==> config.mk <==
export PLATFORM = sky130hd
export DESIGN_NAME = sram_port_arbiter
export DESIGN_NICKNAME = d
export VERILOG_FILES = /design/src/rtl/sram_port_arbiter.sv
export SDC_FILE = /design/constraint.sdc
export NUM_CORES = 1
export LEC_CHECK = 0
export CAP_MARGIN = 20
export CORE_ASPECT_RATIO = 1.25
export CORE_MARGIN = 2
export CORE_UTILIZATION = 50
export CTS_BUF_LIST = sky130_fd_sc_hd__clkbuf_16
export DETAILED_ROUTE_END_ITERATION = 6
export PLACE_DENSITY_LB_ADDON = 0.1
export RECOVER_POWER = 25
export SYNTH_ARGS = -nofsm -noshare
export SYNTH_HDL_FRONTEND = slang
export SYNTH_SLANG_ARGS = --single-unit
export TNS_END_PERCENT = 5
==> constraint.sdc <==
create_clock -name clk -period 3.8 [get_ports clk]
set_input_delay 0.57 -clock clk [delete_from_list [all_inputs] [get_ports clk]]
set_output_delay 0.57 -clock clk [all_outputs]
set_load 0.05 [all_outputs]
==> src/rtl/sram_port_arbiter.sv <==
// Two-port arbiter for a 16-bit asynchronous SRAM. Each 32-bit access is
// split into two beats (upper halfword at the even address, then the lower
// halfword at +1), with a req/ack handshake towards both requesters.
// All SRAM pins are registered so strobes leave the chip glitch-free.
module sram_port_arbiter #(
    parameter int unsigned BEAT_CYCLES = 2,
    parameter bit          PRIO_DATA   = 1'b0
) (
    input  logic        clk,
    input  logic        reset,
    input  logic        req0,
    input  logic [31:0] addr0,
    output logic        ack0,
    input  logic        req1,
    input  logic        we1,
    input  logic [31:0] addr1,
    input  logic [31:0] wdata1,
    output logic        ack1,
    output logic [31:0] rdata,
    output logic [19:0] sram_adr,
    output logic [15:0] sram_dq_out,
    output logic        sram_dq_oe,
    input  logic [15:0] sram_dq_in,
    output logic        sram_ce_n,
    output logic        sram_oe_n,
    output logic        sram_we_n,
    output logic        sram_ub_n,
    output logic        sram_lb_n
);

    localparam int unsigned      CNT_W    = $clog2(BEAT_CYCLES);
    localparam logic [CNT_W-1:0] CNT_LAST = CNT_W'(BEAT_CYCLES - 1);

    typedef enum logic [1:0] {IDLE, BEAT0, BEAT1, DONE} state_t;

    // Control state
    state_t             state_q, state_d;
    logic [CNT_W-1:0]   cnt_q, cnt_d;
    logic               sel_q, sel_d;     // port being served
    logic               last_q, last_d;   // port served most recently
    logic               we_q, we_d;
    // Transaction data
    logic [18:0]        adr_q, adr_d;     // halfword-pair address, addr[20:2]
    logic [31:0]        wdata_q, wdata_d;
    logic [15:0]        hi_q, hi_d;       // upper read halfword from BEAT0
    logic [31:0]        rdata_q, rdata_d;
    // Registered pin/handshake outputs
    logic               ack0_q, ack0_d, ack1_q, ack1_d;
    logic [19:0]        sram_adr_q, sram_adr_d;
    logic [15:0]        dq_out_q, dq_out_d;
    logic               dq_oe_q, dq_oe_d;
    logic               ce_n_q, ce_n_d, oe_n_q, oe_n_d, we_n_q, we_n_d;
    logic               beat_act;
    logic               grant1;
    logic               unused_addr_bits;

    // Only addr[20:2] selects the halfword pair; the rest is don't-care.
    assign unused_addr_bits = ^{addr0[31:21], addr0[1:0], addr1[31:21], addr1[1:0]};

    // Port 1 wins when alone, on fixed priority, or when port 0 was served last.
    assign grant1 = req1 && (!req0 || PRIO_DATA || !last_q);

    // Next-state: arbitration, beat sequencing and read-data capture.
    always_comb begin
        state_d = state_q;
        cnt_d   = cnt_q;
        sel_d   = sel_q;
        last_d  = last_q;
        we_d    = we_q;
        adr_d   = adr_q;
        wdata_d = wdata_q;
        hi_d    = hi_q;
        rdata_d = rdata_q;
        unique case (state_q)
            IDLE: begin
                if (req0 || req1) begin
                    state_d = BEAT0;
                    cnt_d   = '0;
                    sel_d   = grant1;
                    we_d    = grant1 && we1;
                    adr_d   = grant1 ? addr1[20:2] : addr0[20:2];
                    wdata_d = grant1 ? wdata1 : wdata_q;
                end
            end
            BEAT0: begin
                if (cnt_q == CNT_LAST) begin
                    state_d = BEAT1;
                    cnt_d   = '0;
                    if (!we_q) hi_d = sram_dq_in;
                end else begin
                    cnt_d = cnt_q + CNT_W'(1);
                end
            end
            BEAT1: begin
                if (cnt_q == CNT_LAST) begin
                    state_d = DONE;
                    cnt_d   = '0;
                    last_d  = sel_q;
                    if (!we_q) rdata_d = {hi_q, sram_dq_in};
                end else begin
                    cnt_d = cnt_q + CNT_W'(1);
                end
            end
            DONE:    state_d = IDLE;
            default: state_d = IDLE;
        endcase
    end

    // Pin values for the cycle being entered, derived from the next state.
    always_comb begin
        beat_act   = (state_d == BEAT0) || (state_d == BEAT1);
        ack0_d     = (state_d == DONE) && !sel_d;
        ack1_d     = (state_d == DONE) && sel_d;
        ce_n_d     = !beat_act;
        oe_n_d     = !(beat_act && !we_d);
        dq_oe_d    = beat_act && we_d;
        // Write strobe stays high in the first cycle of a beat while the address settles.
        we_n_d     = !(beat_act && we_d && (cnt_d != '0));
        sram_adr_d = beat_act ? {adr_d, state_d == BEAT1} : sram_adr_q;
        dq_out_d   = dq_oe_d ? ((state_d == BEAT1) ? wdata_d[15:0] : wdata_d[31:16])
                             : dq_out_q;
    end

    // Control and output registers; reset aborts any access with pins idle.
    always_ff @(posedge clk or negedge reset) begin
        if (!reset) begin
            state_q    <= IDLE;
            cnt_q      <= '0;
            sel_q      <= 1'b0;
            last_q     <= 1'b1;
            we_q       <= 1'b0;
            rdata_q    <= '0;
            ack0_q     <= 1'b0;
            ack1_q     <= 1'b0;
            sram_adr_q <= '0;
            dq_out_q   <= '0;
            dq_oe_q    <= 1'b0;
            ce_n_q     <= 1'b1;
            oe_n_q     <= 1'b1;
            we_n_q     <= 1'b1;
        end else begin
            state_q    <= state_d;
            cnt_q      <= cnt_d;
            sel_q      <= sel_d;
            last_q     <= last_d;
            we_q       <= we_d;
            rdata_q    <= rdata_d;
            ack0_q     <= ack0_d;
            ack1_q     <= ack1_d;
            sram_adr_q <= sram_adr_d;
            dq_out_q   <= dq_out_d;
            dq_oe_q    <= dq_oe_d;
            ce_n_q     <= ce_n_d;
            oe_n_q     <= oe_n_d;
            we_n_q     <= we_n_d;
        end
    end

    // Transaction data registers need no reset; they are loaded before use.
    always_ff @(posedge clk) begin
        adr_q   <= adr_d;
        wdata_q <= wdata_d;
        hi_q    <= hi_d;
    end

    assign ack0        = ack0_q;
    assign ack1        = ack1_q;
    assign rdata       = rdata_q;
    assign sram_adr    = sram_adr_q;
    assign sram_dq_out = dq_out_q;
    assign sram_dq_oe  = dq_oe_q;
    assign sram_ce_n   = ce_n_q;
    assign sram_oe_n   = oe_n_q;
    assign sram_we_n   = we_n_q;
    assign sram_ub_n   = ce_n_q;
    assign sram_lb_n   = ce_n_q;

endmodule
# Word level (Yosys, flattened, before mapping)
# Index checks and enable logic that the tools add are counted.
# Widths: inputs -> output; s select.
[word_totals] out_inout_bits=76 elab_cells=65 input_bits=117 register_bits=147
[classes] mux=18 reduce_logical=22 bitwise_logic=1 n_addsub=1 n_eq_ne=6
[ops] op="$mux 32" n=3
[ops] op="$mux 19" n=3
[ops] op="$mux 16" n=1
[ops] op="$eq 2x2->1 const B" n=4
[ops] op="$pmux 2 s4" n=1
[ops] op="$logic_and 1x1->1" n=7
[ops] op="$logic_not 1->1" n=7
[ops] op="$mux 1" n=6
[ops] op="$mux 2" n=3
[ops] op="$reduce_and 3->1" n=2
[ops] op="$eq 2x1->1 const B" n=2
[ops] op="$logic_or 1x1->1" n=3
[ops] op="$logic_not 2->1" n=1
[ops] op="$pmux 1 s2" n=1
[ops] op="$reduce_and 2->1" n=1
[ops] op="$reduce_or 2->1" n=1
[ops] op="$add 1x1->1 const B" n=1
[ops] op="$not 1->1" n=1

# Logic depth before layout (Yosys ltp)
# Gate-level depths: netlist (run 1).
[logic_depth] depth_word=9 depth_mapped=11 ltp_nobuf=10

# Worst setup path after synthesis (run 1)
# Ideal clock, no wire load.
[synth_timing] kind="register to register" start="reg state_q[1]" end="reg dq_out_q[6], in the netlist sram_dq_out[6]" period_less_slack_ns=2.282 setup_ns=0.095 stages_incl_launch_ff=11 n_path_buf=3 path_slack_ns=1.518 t_required_ns=3.705 t_arrival_ns=2.187 path_cell_list="dfrtp_1 inv_1 ha_1 nor2b_1 o32ai_1 ha_1 buf_2 buf_2 buf_1 a211oi_1 o31ai_1"
[synth_via] elab_chain_len=5 word_cells_on_any_way=15 cone_classes="eq/ne: 5; mux: 7; reduce/logical: 3"
[synth_lines] item="start, declared" line_no="37" source="state_t state_q, state_d;"
[synth_lines] item="start signal, assigned" line_no="142" source="state_q <= state_d;"
[synth_lines] item="$eq 2x2->1 (tied with other cells)" line_no="74" source="unique case (state_q)"
[synth_lines] item="$pmux 2 s4" line_no="74"
[synth_lines] item="$eq 2x1->1 / $eq 2x2->1 (equally long branches)" line_no="111, 120"
[synth_lines] item="$logic_or 1x1->1" line_no="111" source="beat_act = (state_d == BEAT0) || (state_d == BEAT1);"
[synth_lines] item="$logic_and 1x1->1" line_no="116" source="dq_oe_d = beat_act && we_d;"
[synth_lines] item="end signal, assigned" line_no="151" source="dq_out_q <= dq_out_d;"
[synth_lines] item="end, declared" line_no="50" source="logic [15:0] dq_out_q, dq_out_d;"
# Several ways; a longest one is shown, not always the timed one.
# A chain may end at the register's enable or synchronous reset.

# Worst setup path after layout (run 1)
[layout_timing] start="in req0" end="reg dq_out_q[3], in the netlist sram_dq_out[3]"
[layout_via] elab_chain_len=7 word_cells_on_any_way=17 cone_classes="eq/ne: 2; mux: 8; reduce/logical: 7"
[layout_lines] item="start, declared" line_no="11" source="input logic req0,"
[layout_lines] item="parallel branches: the longest is 7 deep, another holds $pmux 2 s4"
# Parallel ways; which one is timed is not known.

==> results of run 1 <==
==> flip-flops by register name (all words and copies together) (netlist names), 2 cells and up <==
name         count
hi_q            16
sram_dq_out     16
rdata           32
adr_q           19
wdata_q         32
state_q          2
sram_adr        20
==> synthesized netlist by cell type (2+ instances only) <==
cell      count  area share (%)
o32ai_1      10             1.4
buf_6         6             1.1
edfxtp_1     16             7.9
o32ai_2      10             2.7
mux2_2       53             9.8
nor2_1       22             1.3
buf_2        18             1.5
dfrtp_1      76              31
nor2b_1      37             3.8
a211oi_2      6             1.2
o31ai_1      16             2.0
dfxtp_1      51              17
dfstp_2       4             1.7
a21oi_2      10             1.4
clkbuf_1      7            0.43
nand2_1     118             7.2
buf_1         2            0.12
a211oi_1     26             3.2
and2_1        2            0.20
inv_1         6            0.37
a21oi_1      13             1.1
ha_1          7             1.4
buf_4         6            0.74
==> cells in the final DEF (no fill, tap or decap), types with 2 or more instances in the layout <==
master | netlist | layout
edfxtp_1 | 16 | 16
inv_1 | 6 | 9
a211oi_1 | 26 | 26
dfrtp_1 | 76 | 76
a21oi_1 | 13 | 13
nor2_1 | 22 | 22
mux2_2 | 53 | 53
clkinvlp_4 | 0 | 2
bufinv_16 | 0 | 3
nand2_1 | 118 | 118
clkinv_1 | 0 | 5
a21oi_2 | 10 | 10
clkbuf_16 | 0 | 17
o32ai_1 | 10 | 10
ha_1 | 7 | 6
o32ai_2 | 10 | 10
nor2b_1 | 37 | 36
a211oi_2 | 6 | 6
dfstp_2 | 4 | 4
o31ai_1 | 16 | 16
dfxtp_1 | 51 | 51
clkdlybuf4s50_1 | 0 | 165
buf_4 | 6 | 6
==> cells by family (layout without fill, tap and decap cells) <==
family          Yosys count  after routing  share of synthesized area (%)
simple gates            182            182                           12.9
flops                   147            147                           57.4
compound gates           99             99                           14.2
mux                      53             53                           9.76
fa+ha+maj                 7              7                           1.43
buf+inv                  46            213                           4.34
==> final timing paths <==
path                                       from  cells past startpoint  slack (ns)                         end
min                                       reset                      1        0.42        rdata[5]$_DFFE_PN0P_
max in group asynchronous                 reset                      2        1.32    sram_adr[14]$_DFFE_PN0N_
max reg2reg                state_q[1]$_DFF_PN0_                     11        0.93  sram_dq_out[3]$_DFFE_PN0P_
min reg2reg                 wdata_q[17]$_DFF_P_                      2        0.44         wdata_q[17]$_DFF_P_
max                                        req0                     10        0.87  sram_dq_out[3]$_DFFE_PN0P_
min in group clk            wdata_q[17]$_DFF_P_                      2        0.44         wdata_q[17]$_DFF_P_
==> per-layer routing <==
layer / up-vias / GRT usage [%] / part of all wire (%)
met5: - / 0 / 0
met4: 0 / 8.75 / 2.1
met3: 20 / 5.83 / 5.2
met2: 129 / 36.6 / 53
met1: 2125 / 23.9 / 39
li1: 2161 / - / -
==> layout make-up <==
| type | instances | area (um2) | area share [%] |
|---|---|---|---|
| tap | 164 | 205 | 2.45 |
| sequential | 147 | 3510 | 41.8 |
| clock inverter | 15 | 149 | 1.77 |
| timing repair buffer | 174 | 1730 | 20.6 |
| clock buffer | 17 | 425 | 5.07 |
| multi-input combinational | 341 | 2350 | 28.0 |
| inverter | 7 | 28.8 | 0.343 |
==> power breakdown <==
group / total, mW / internal (mW) / switching [mW]
Sequential: 2.70 / 2.36 / 0.338
Clock: 1.62 / 1.01 / 0.612
Combinational: 4.71 / 1.81 / 2.90
Total: 9.04 / 5.19 / 3.85
==> through the flow <==
stage / instance area, um2 / std cells / power (mW) / hold WS [ns]
3_3_place_gp: 7820 / 832 / 7.32 / 0.423
4_1_cts: 8390 / 864 / 9.13 / 0.382
6_report: 8390 / 865 / 9.04 / 0.425
5_1_grt: 8390 / 865 / 9.59 / 0.461
2_1_floorplan: 6120 / 534 / 6.13 / 0.274
3_5_place_dp: 7820 / 832 / 7.48 / 0.428
==> summary.md, run 1 <==
| Metric | Value |
|---|---|
| Layout area overhead | `37.2%` |
| RSZ-0062 raised after global routing | `false` |
| P per Cell Area | `1080 nW/um2` |
| Fraction of registers with async set/reset | `54.4%` |
| Post-DR wirelength/cell | `15.5 um` |
| Die Height | `128 um` |
| Crit-path leading delay family | `buffers and inverters` |
| Peak Freq | `341 MHz` |
| Final Max Slew Viols | `0` |
| Status | `finished clean` |
| Tmin final | `2.93 ns` |
| Nets | `812` |
| Post-CTS Setup Bufs | `0` |
| Avg Inst Size Synth | `11.5 um2` |
| 1st-iter DRT viols | `124` |
| Clk root buf | `clkbuf_16` |
| Final Util | `69.6%` |
| Detailed-route DRC error count | `0` |
| Post-synthesis sequential area ratio | `57.4%` |
| Final Hold Vio Count | `0` |
| Final setup vio count | `0` |
| Slowest stage delay, CP | `0.69 ns` |
| Crit Path Class | `in -> reg` |
| Skew final | `0.00685 ns` |
| FP Rows | `45` |
| Latest clock arrival within the worst-skew pair | `0.41 ns` |
| Crit-path cells | `clkdlybuf4s50_1, nor2_1, a21oi_1, o32ai_1, ha_2, nor2b_1, a32oi_2, buf_4, nand2_1, o31ai_1` |
| TritonCTS Sinks | `147` |
| Max Fanout on Critical Path | `33` |
| CP endpoint kind | `register` |
| Mapped cell area | `6120 um2` |
| DP HPWL | `9070 um` |
| Initial antenna violation count | `0` |
| Post-synth EDFFs | `16` |
| GRT Overall Usage | `21.0%` |
| Slew HR | `4.59%` |
| Slowest-stage cell, CP | `ha_2` |
| Max_cap viols | `0` |
| Synth warnings | `0` |
| Synth Instances | `534` |
| Hold buffer count at CTS | `0` |
| Worst Path Arrival | `3.24 ns` |
| HP Class | `in -> async` |
| Die Span X | `103 um` |
| Slew at the pin with the worst max-slew slack | `1.43 ns` |
| Syn_nets | `658` |
| WL final | `13,400 um` |
| Antenna Nets Post-Route | `0` |
| Vias | `4,435` |
| Fillers | `947` |
| TritonCTS clock tree | `done` |
| Clk buf depth | `2` |
| Distinct cells, synth | `35` |
| Leakage | `3.43 nW` |
| Startpoint Class | `primary input` |
| Drt pass-1 iters | `4` |
| Worst path bufs/invs | `2` |
| Clock slew at reported path FFs | `0.06 ns` |
| Top Ports | `193` |
| Starting Density | `50.8%` |
| Number of diodes | `0` |
| Primary FF master, synth | `dfrtp_1` |
| H-tree depth | `4` |
| Total gr overflow | `0` |
| RD Place Congestion | `0.739` |
| Register bit total from synthesis | `147` |
| Vias in the first global route | `4,541` |
| PortBufs | `166` |
| Num CTS Buffers | `17` |
| Post_cts resized | `0` |
| Share of cells above drive strength 1 | `17.3%` |
| Slack of the critical path | `0.867 ns` |
| Vias/cell | `5.13` |
| Critical Path RT | `4.11 ns` |
| Die area | `13,100 um2` |
| Maximum vdd ir drop | `0.000624 V` |
| Core area | `12,000 um2` |
| DP Worst Slack | `0.415 ns` |
| Final period util | `77.2%` |
| First-pass GRT wire length | `21,300 um` |
| Setup TNS | `0 ns` |
| Largest net degree at the start of global routing | `81` |
Power figures use the tool's default switching activity.
==> run 2: changes to the inputs <==
--- a/config.mk
+++ b/config.mk
@@ -8,7 +8,7 @@
 export CAP_MARGIN = 20
 export CORE_ASPECT_RATIO = 1.25
 export CORE_MARGIN = 2
-export CORE_UTILIZATION = 50
+export CORE_UTILIZATION = 47
 export CTS_BUF_LIST = sky130_fd_sc_hd__clkbuf_16
 export DETAILED_ROUTE_END_ITERATION = 6
 export PLACE_DENSITY_LB_ADDON = 0.1
==> constraint.sdc (replaced) <==
create_clock -name clk -period 2.85 [get_ports clk]
set_input_delay 0.4275 -clock clk [delete_from_list [all_inputs] [get_ports clk]]
set_output_delay 0.4275 -clock clk [all_outputs]
set_load 0.05 [all_outputs]
==> run 2 against run 1 <==
  * Combinational power is 36% higher
  * Sequential power is 33% higher
  * Routed wire length is 0.41% lower
  * Clock power is 31% higher
  * Highest routed layer unchanged
==> summary.md, run 2 (synthesis gave the netlist of run 1 again) <==
| Metric | Value |
|---|---|
| RD Place Congestion | `0.747` |
| Design area | `8460 um2` |
| Most frequent cells in the layout | `149 x clkdlybuf4s50_1, 118 x nand2_1, 76 x dfrtp_1` |
| PortBufs | `166` |
| Die Height | `132 um` |
| Drt pass-1 iters | `4` |
| Slew HR | `32.4%` |
| Area post-placement | `7870 um2` |
| Clock slew at reported path FFs | `0.06 ns` |
| RSZ-0062 raised after global routing | `false` |
| Final setup vio count | `0` |
| Skew final | `0.0124 ns` |
| Largest net degree at the start of global routing | `81` |
| Critical Path RT | `3.14 ns` |
| Startpoint Class | `register` |
| H-tree depth | `4` |
| Post-DR wirelength/cell | `15.3 um` |
| Maximum vdd ir drop | `0.000702 V` |
| Most common cell after layout, fill and taps aside | `clkdlybuf4s50_1` |
| Worst Path Arrival | `2.89 ns` |
| Final period util | `90.9%` |
| Max Fanout on Critical Path | `32` |
| Latest clock arrival within the worst-skew pair | `0.41 ns` |
| Peak Freq | `386 MHz` |
| Total gr overflow | `0` |
| Vias in the first global route | `4,637` |
| Die area | `13,900 um2` |
| Num CTS Buffers | `17` |
| Share of cells above drive strength 1 | `18.5%` |
| Max_cap viols | `0` |
| Detailed-route DRC error count | `0` |
| Number of diodes | `0` |
| Setup TNS | `0 ns` |
| Initial antenna violation count | `0` |
| Top Ports | `193` |
| Layout area overhead | `38.3%` |
| Slew at the pin with the worst max-slew slack | `1.01 ns` |
| FP Rows | `46` |
| Clk root buf | `clkbuf_16` |
| HP Class | `reg -> reg` |
| Crit Path Class | `reg -> reg` |
| Starting Density | `48.1%` |
| Nets | `815` |
| DP HPWL | `9040 um` |
| WL final | `13,300 um` |
| Final Max Slew Viols | `0` |
| Tmin final | `2.59 ns` |
| Hold WS | `0.437 ns` |
| Die Span X | `106 um` |
| Vias | `4,483` |
| Core area | `12,700 um2` |
| GRT Overall Usage | `19.7%` |
| Final Hold Vio Count | `0` |
| TritonCTS clock tree | `done` |
| Vias/cell | `5.14` |
| First-pass GRT wire length | `22,000 um` |
| Antenna Nets Post-Route | `0` |
| Final Util | `66.5%` |
| 1st-iter DRT viols | `190` |
| Leakage | `3.45 nW` |
| Status | `finished clean` |
| CP endpoint kind | `register` |
| Clk buf depth | `2` |
| TritonCTS Sinks | `147` |
| Post_cts resized | `0` |
| P per Cell Area | `1430 nW/um2` |
run 2: final timing paths:
kind / startpoint / to / slack (ns) / depth (start not counted)
max in group asynchronous: reset / sram_dq_out[0]$_DFFE_PN0P_ / 0.88 / 3
min in group asynchronous: reset / rdata[16]$_DFFE_PN0P_ / 0.51 / 2
min reg2reg: wdata_q[18]$_DFF_P_ / wdata_q[18]$_DFF_P_ / 0.44 / 2
max reg2reg: state_q[1]$_DFF_PN0_ / sram_dq_out[13]$_DFFE_PN0P_ / 0.26 / 10
min: wdata_q[18]$_DFF_P_ / wdata_q[18]$_DFF_P_ / 0.44 / 2
max: state_q[1]$_DFF_PN0_ / sram_dq_out[13]$_DFFE_PN0P_ / 0.26 / 10
run 2: metrics by stage:
stage                     cells  power (mW)  worst slack [ns]
after floorplan             534        8.18             0.568
after global placement      838        9.90             0.203
after detailed placement    838        10.1            0.0594
after CTS                   870        12.3             0.275
after global routing        872        12.9            0.0856
final                       872        12.1             0.258
run 2: critical path, cell delays in order (launching register included):
cell and delay, ns:
dfrtp_1 0.43, inv_1 0.13, ha_1 0.25, o22a_1 0.18, nor2_1 0.04, a21oi_1 0.23, ha_2 0.36, nor2b_1 0.14
a32oi_2 0.16, buf_12 0.20, o31ai_1 0.32
run 2: final cells by class:
cell class / count / area, um2
clock buffer: 17 / 425
fill: 1013 / 4260
inverter: 7 / 28.8
sequential: 147 / 3510
timing repair buffer: 177 / 1790
clock inverter: 15 / 148
tap: 168 / 210
multi-input combinational: 341 / 2350
run 2: what timing repair did:
item / in CTS / in global routing
endpoints found under the hold margin: 0 / 10
setup buffers: 0 / 0
hold buffers: 0 / 1
run 2: per-layer routing:
metal  GRT usage (%)  up-vias  part of all wire, %
met5               0        -                    0
met4            7.53        0                  1.7
met3            5.46       18                  5.6
met2            34.8      124                   52
met1            22.5     2168                   40
li1                -     2173                    -
run 2: where the power goes:
group,leakage [nW],switching (mW),total (mW),internal [mW]
registers,1.52,0.444,3.60,3.15
clock network,0.272,0.901,2.12,1.22
logic,1.66,3.91,6.42,2.51
total,3.45,5.25,12.1,6.89
==> run 3: changes to the inputs <==
--- a/config.mk
+++ b/config.mk
@@ -5,7 +5,7 @@
 export SDC_FILE = /design/constraint.sdc
 export NUM_CORES = 1
 export LEC_CHECK = 0
-export CAP_MARGIN = 20
+export CAP_MARGIN = 5
 export CORE_ASPECT_RATIO = 1.25
 export CORE_MARGIN = 2
 export CORE_UTILIZATION = 47
==> run 3 against run 2 <==
  * The flow now finishes with violations (capacitance limit, slew limit)
  * Sequential power about the same
  * Critical path depth stayed put
  * Die area unchanged
  * Core utilization down 0.13 points
  * Critical endpoint unchanged
==> summary.md, run 3 (synthesis gave the netlist of run 1 again) <==
| Metric | Value |
|---|---|
| Post-DR wirelength/cell | `15.2 um` |
| Total gr overflow | `0` |
| Setup TNS | `0 ns` |
| DP Worst Slack | `0.0594 ns` |
| Crit-path cells | `inv_1, ha_1, o22a_1, nor2_1, a21oi_1, ha_2, nor2b_1, a32oi_2, buf_12, o31ai_1` |
| Peak Freq | `387 MHz` |
| HP Class | `reg -> reg` |
| Clk buf depth | `2` |
| DP HPWL | `9040 um` |
| Tmin final | `2.59 ns` |
| Layout area overhead | `38.0%` |
| Die Height | `132 um` |
| CP endpoint kind | `register` |
| Slowest-stage cell, CP | `dfrtp_1` |
| FF-to-FF Start | `state_q[1]$_DFF_PN0_` |
| Fillers | `1,016` |
| GRT Overall Usage | `19.7%` |
| Clock slew at reported path FFs | `0.06 ns` |
| Status | `complete, but fails checks` |
| Clock power frac | `17.5%` |
| Vias | `4,502` |
| Num CTS Buffers | `17` |
| Max_cap viols | `1` |
| FF-to-FF End | `sram_dq_out[13]$_DFFE_PN0P_` |
| Nets | `813` |
| Flop2flop setup slack | `0.26 ns` |
| RSZ-0062 raised after global routing | `false` |
| Comb pwr share | `52.9%` |
| Largest net degree at the start of global routing | `81` |
| Worst Hold Path Cells | `2` |
| Number of diodes | `0` |
| Critical Path RT | `3.14 ns` |
| Crit Path Class | `reg -> reg` |
| PortBufs | `166` |
| Post_cts resized | `0` |
| Max Fanout on Critical Path | `32` |
| Hold Path Sink | `wdata_q[18]$_DFF_P_` |
| RD Place Congestion | `0.747` |
| Final Hold Vio Count | `0` |
| Worst path bufs/invs | `2` |
| Switching share of power | `43.3%` |
| Sequential group share of total power | `29.6%` |
| Starting Density | `48.1%` |
| Hold buffer count at CTS | `0` |
| Failing checks | `capacitance limit, slew limit` |
| Slowest stage delay, CP | `0.43 ns` |
| Final setup vio count | `0` |
| Initial antenna violation count | `0` |
| Detailed-route DRC error count | `0` |
| Vias in the first global route | `4,637` |
| Leakage | `3.44 nW` |
| Drt pass-1 iters | `4` |
| FP Rows | `46` |
| Latest clock arrival within the worst-skew pair | `0.41 ns` |
| Share of cells above drive strength 1 | `18.5%` |
| Worst Path Arrival | `2.88 ns` |
| WL final | `13,300 um` |
| Most common cell after layout, fill and taps aside | `clkdlybuf4s50_1` |
| Maximum vdd ir drop | `0.000703 V` |
| Final Max Slew Viols | `81` |
| Slack of the critical path | `0.265 ns` |
| Int Pwr | `6.89 mW` |
| Core area | `12,700 um2` |
| TritonCTS clock tree | `done` |
| First-pass GRT wire length | `22,000 um` |
| TritonCTS Sinks | `147` |
| Clk root buf | `clkbuf_16` |
| Worst hold start | `wdata_q[18]$_DFF_P_` |
| Post-CTS Setup Bufs | `0` |
| Startpoint Class | `register` |
| P per Cell Area | `1440 nW/um2` |
| Most frequent cells in the layout | `149 x clkdlybuf4s50_1, 118 x nand2_1, 76 x dfrtp_1` |
| R2R depth | `10` |
| Switching pwr | `5.25 mW` |
| Slew HR | `-38.4%` |
| Final period util | `90.7%` |
| Die area | `13,900 um2` |
| Top Ports | `193` |
| Antenna Nets Post-Route | `0` |
| Vias/cell | `5.17` |
| 1st-iter DRT viols | `192` |
| Die Span X | `106 um` |
| H-tree depth | `4` |
| Slew at the pin with the worst max-slew slack | `2.08 ns` |
| Total Power | `12.1 mW` |
| Crit-path leading delay family | `compound AO/OA/AOI/OAI gates` |
| Skew final | `0.0115 ns` |
==> run 3: cell count changes in the layout (fill, tap and decap cells not counted) <==
cell	before	now
dlygate4sd3_1	17	16
clkbuf_1	1	0
clkbuf_4	1	0
clkbuf_2	0	1
==> run 3: how the worst max path moves through the flow <==
stage / startpoint / end / cells after the start
final: state_q[1]$_DFF_PN0_ / sram_dq_out[13]$_DFFE_PN0P_ / 10
after floorplan: state_q[1]$_DFF_PN0_ / sram_dq_out[6]$_DFFE_PN0P_ / 10
after CTS: state_q[1]$_DFF_PN0_ / sram_dq_out[13]$_DFFE_PN0P_ / 10
after global placement: req1 / sram_dq_out[5]$_DFFE_PN0P_ / 9
after global routing: state_q[1]$_DFF_PN0_ / sram_dq_out[13]$_DFFE_PN0P_ / 10
after detailed placement: req1 / sram_dq_out[10]$_DFFE_PN0P_ / 9
==> run 3: worst reg2reg max path, cell delays in order, from the launching register on <==
cell and delay [ns]:
dfrtp_1 0.43, inv_1 0.13, ha_1 0.25, o22a_1 0.18, nor2_1 0.04, a21oi_1 0.23
ha_2 0.36, nor2b_1 0.14, a32oi_2 0.16, buf_12 0.20, o31ai_1 0.34
==> run 3: power groups by stage <==
stage,Clock (mW),Combinational (mW),Sequential [mW]
after floorplan,0,2.87,5.31
after global placement,0,6.32,3.58
after detailed placement,0,6.48,3.64
after CTS,2.17,6.50,3.61
after global routing,2.26,6.89,3.71
final,2.12,6.41,3.60
==> run 3: layer usage <==
layer	share of wire (%)	track usage, %	vias to the layer above
met5	0	0	-
met4	1.6	7.53	0
met3	5.7	5.46	16
met2	52	34.8	128
met1	40	22.5	2189
li1	-	-	2169
==> run 3: cell type report <==
cell class | count | area, um2 | share of cell area (%)
flip-flops and latches | 147 | 3510 | 41.5
clock buffers | 17 | 425 | 5.04
inverters | 7 | 28.8 | 0.341
well taps | 168 | 210 | 2.49
clock inverters | 15 | 148 | 1.75
multi-input cells | 341 | 2350 | 27.8
repair buffers | 175 | 1770 | 21.0
==> run 3: stage by stage <==
| step | hold slack, ns | cells | utilization [%] | cell area [um2] |
|---|---|---|---|---|
| after floorplan | 0.132 | 534 | - | 6120 |
| after global placement | 0.423 | 838 | 61.9 | 7870 |
| after detailed placement | 0.430 | 838 | 61.9 | 7870 |
| after CTS | 0.236 | 870 | 66.4 | 8450 |
| after global routing | 0.456 | 870 | 66.4 | 8440 |
| final | 0.437 | 870 | 66.4 | 8440 |
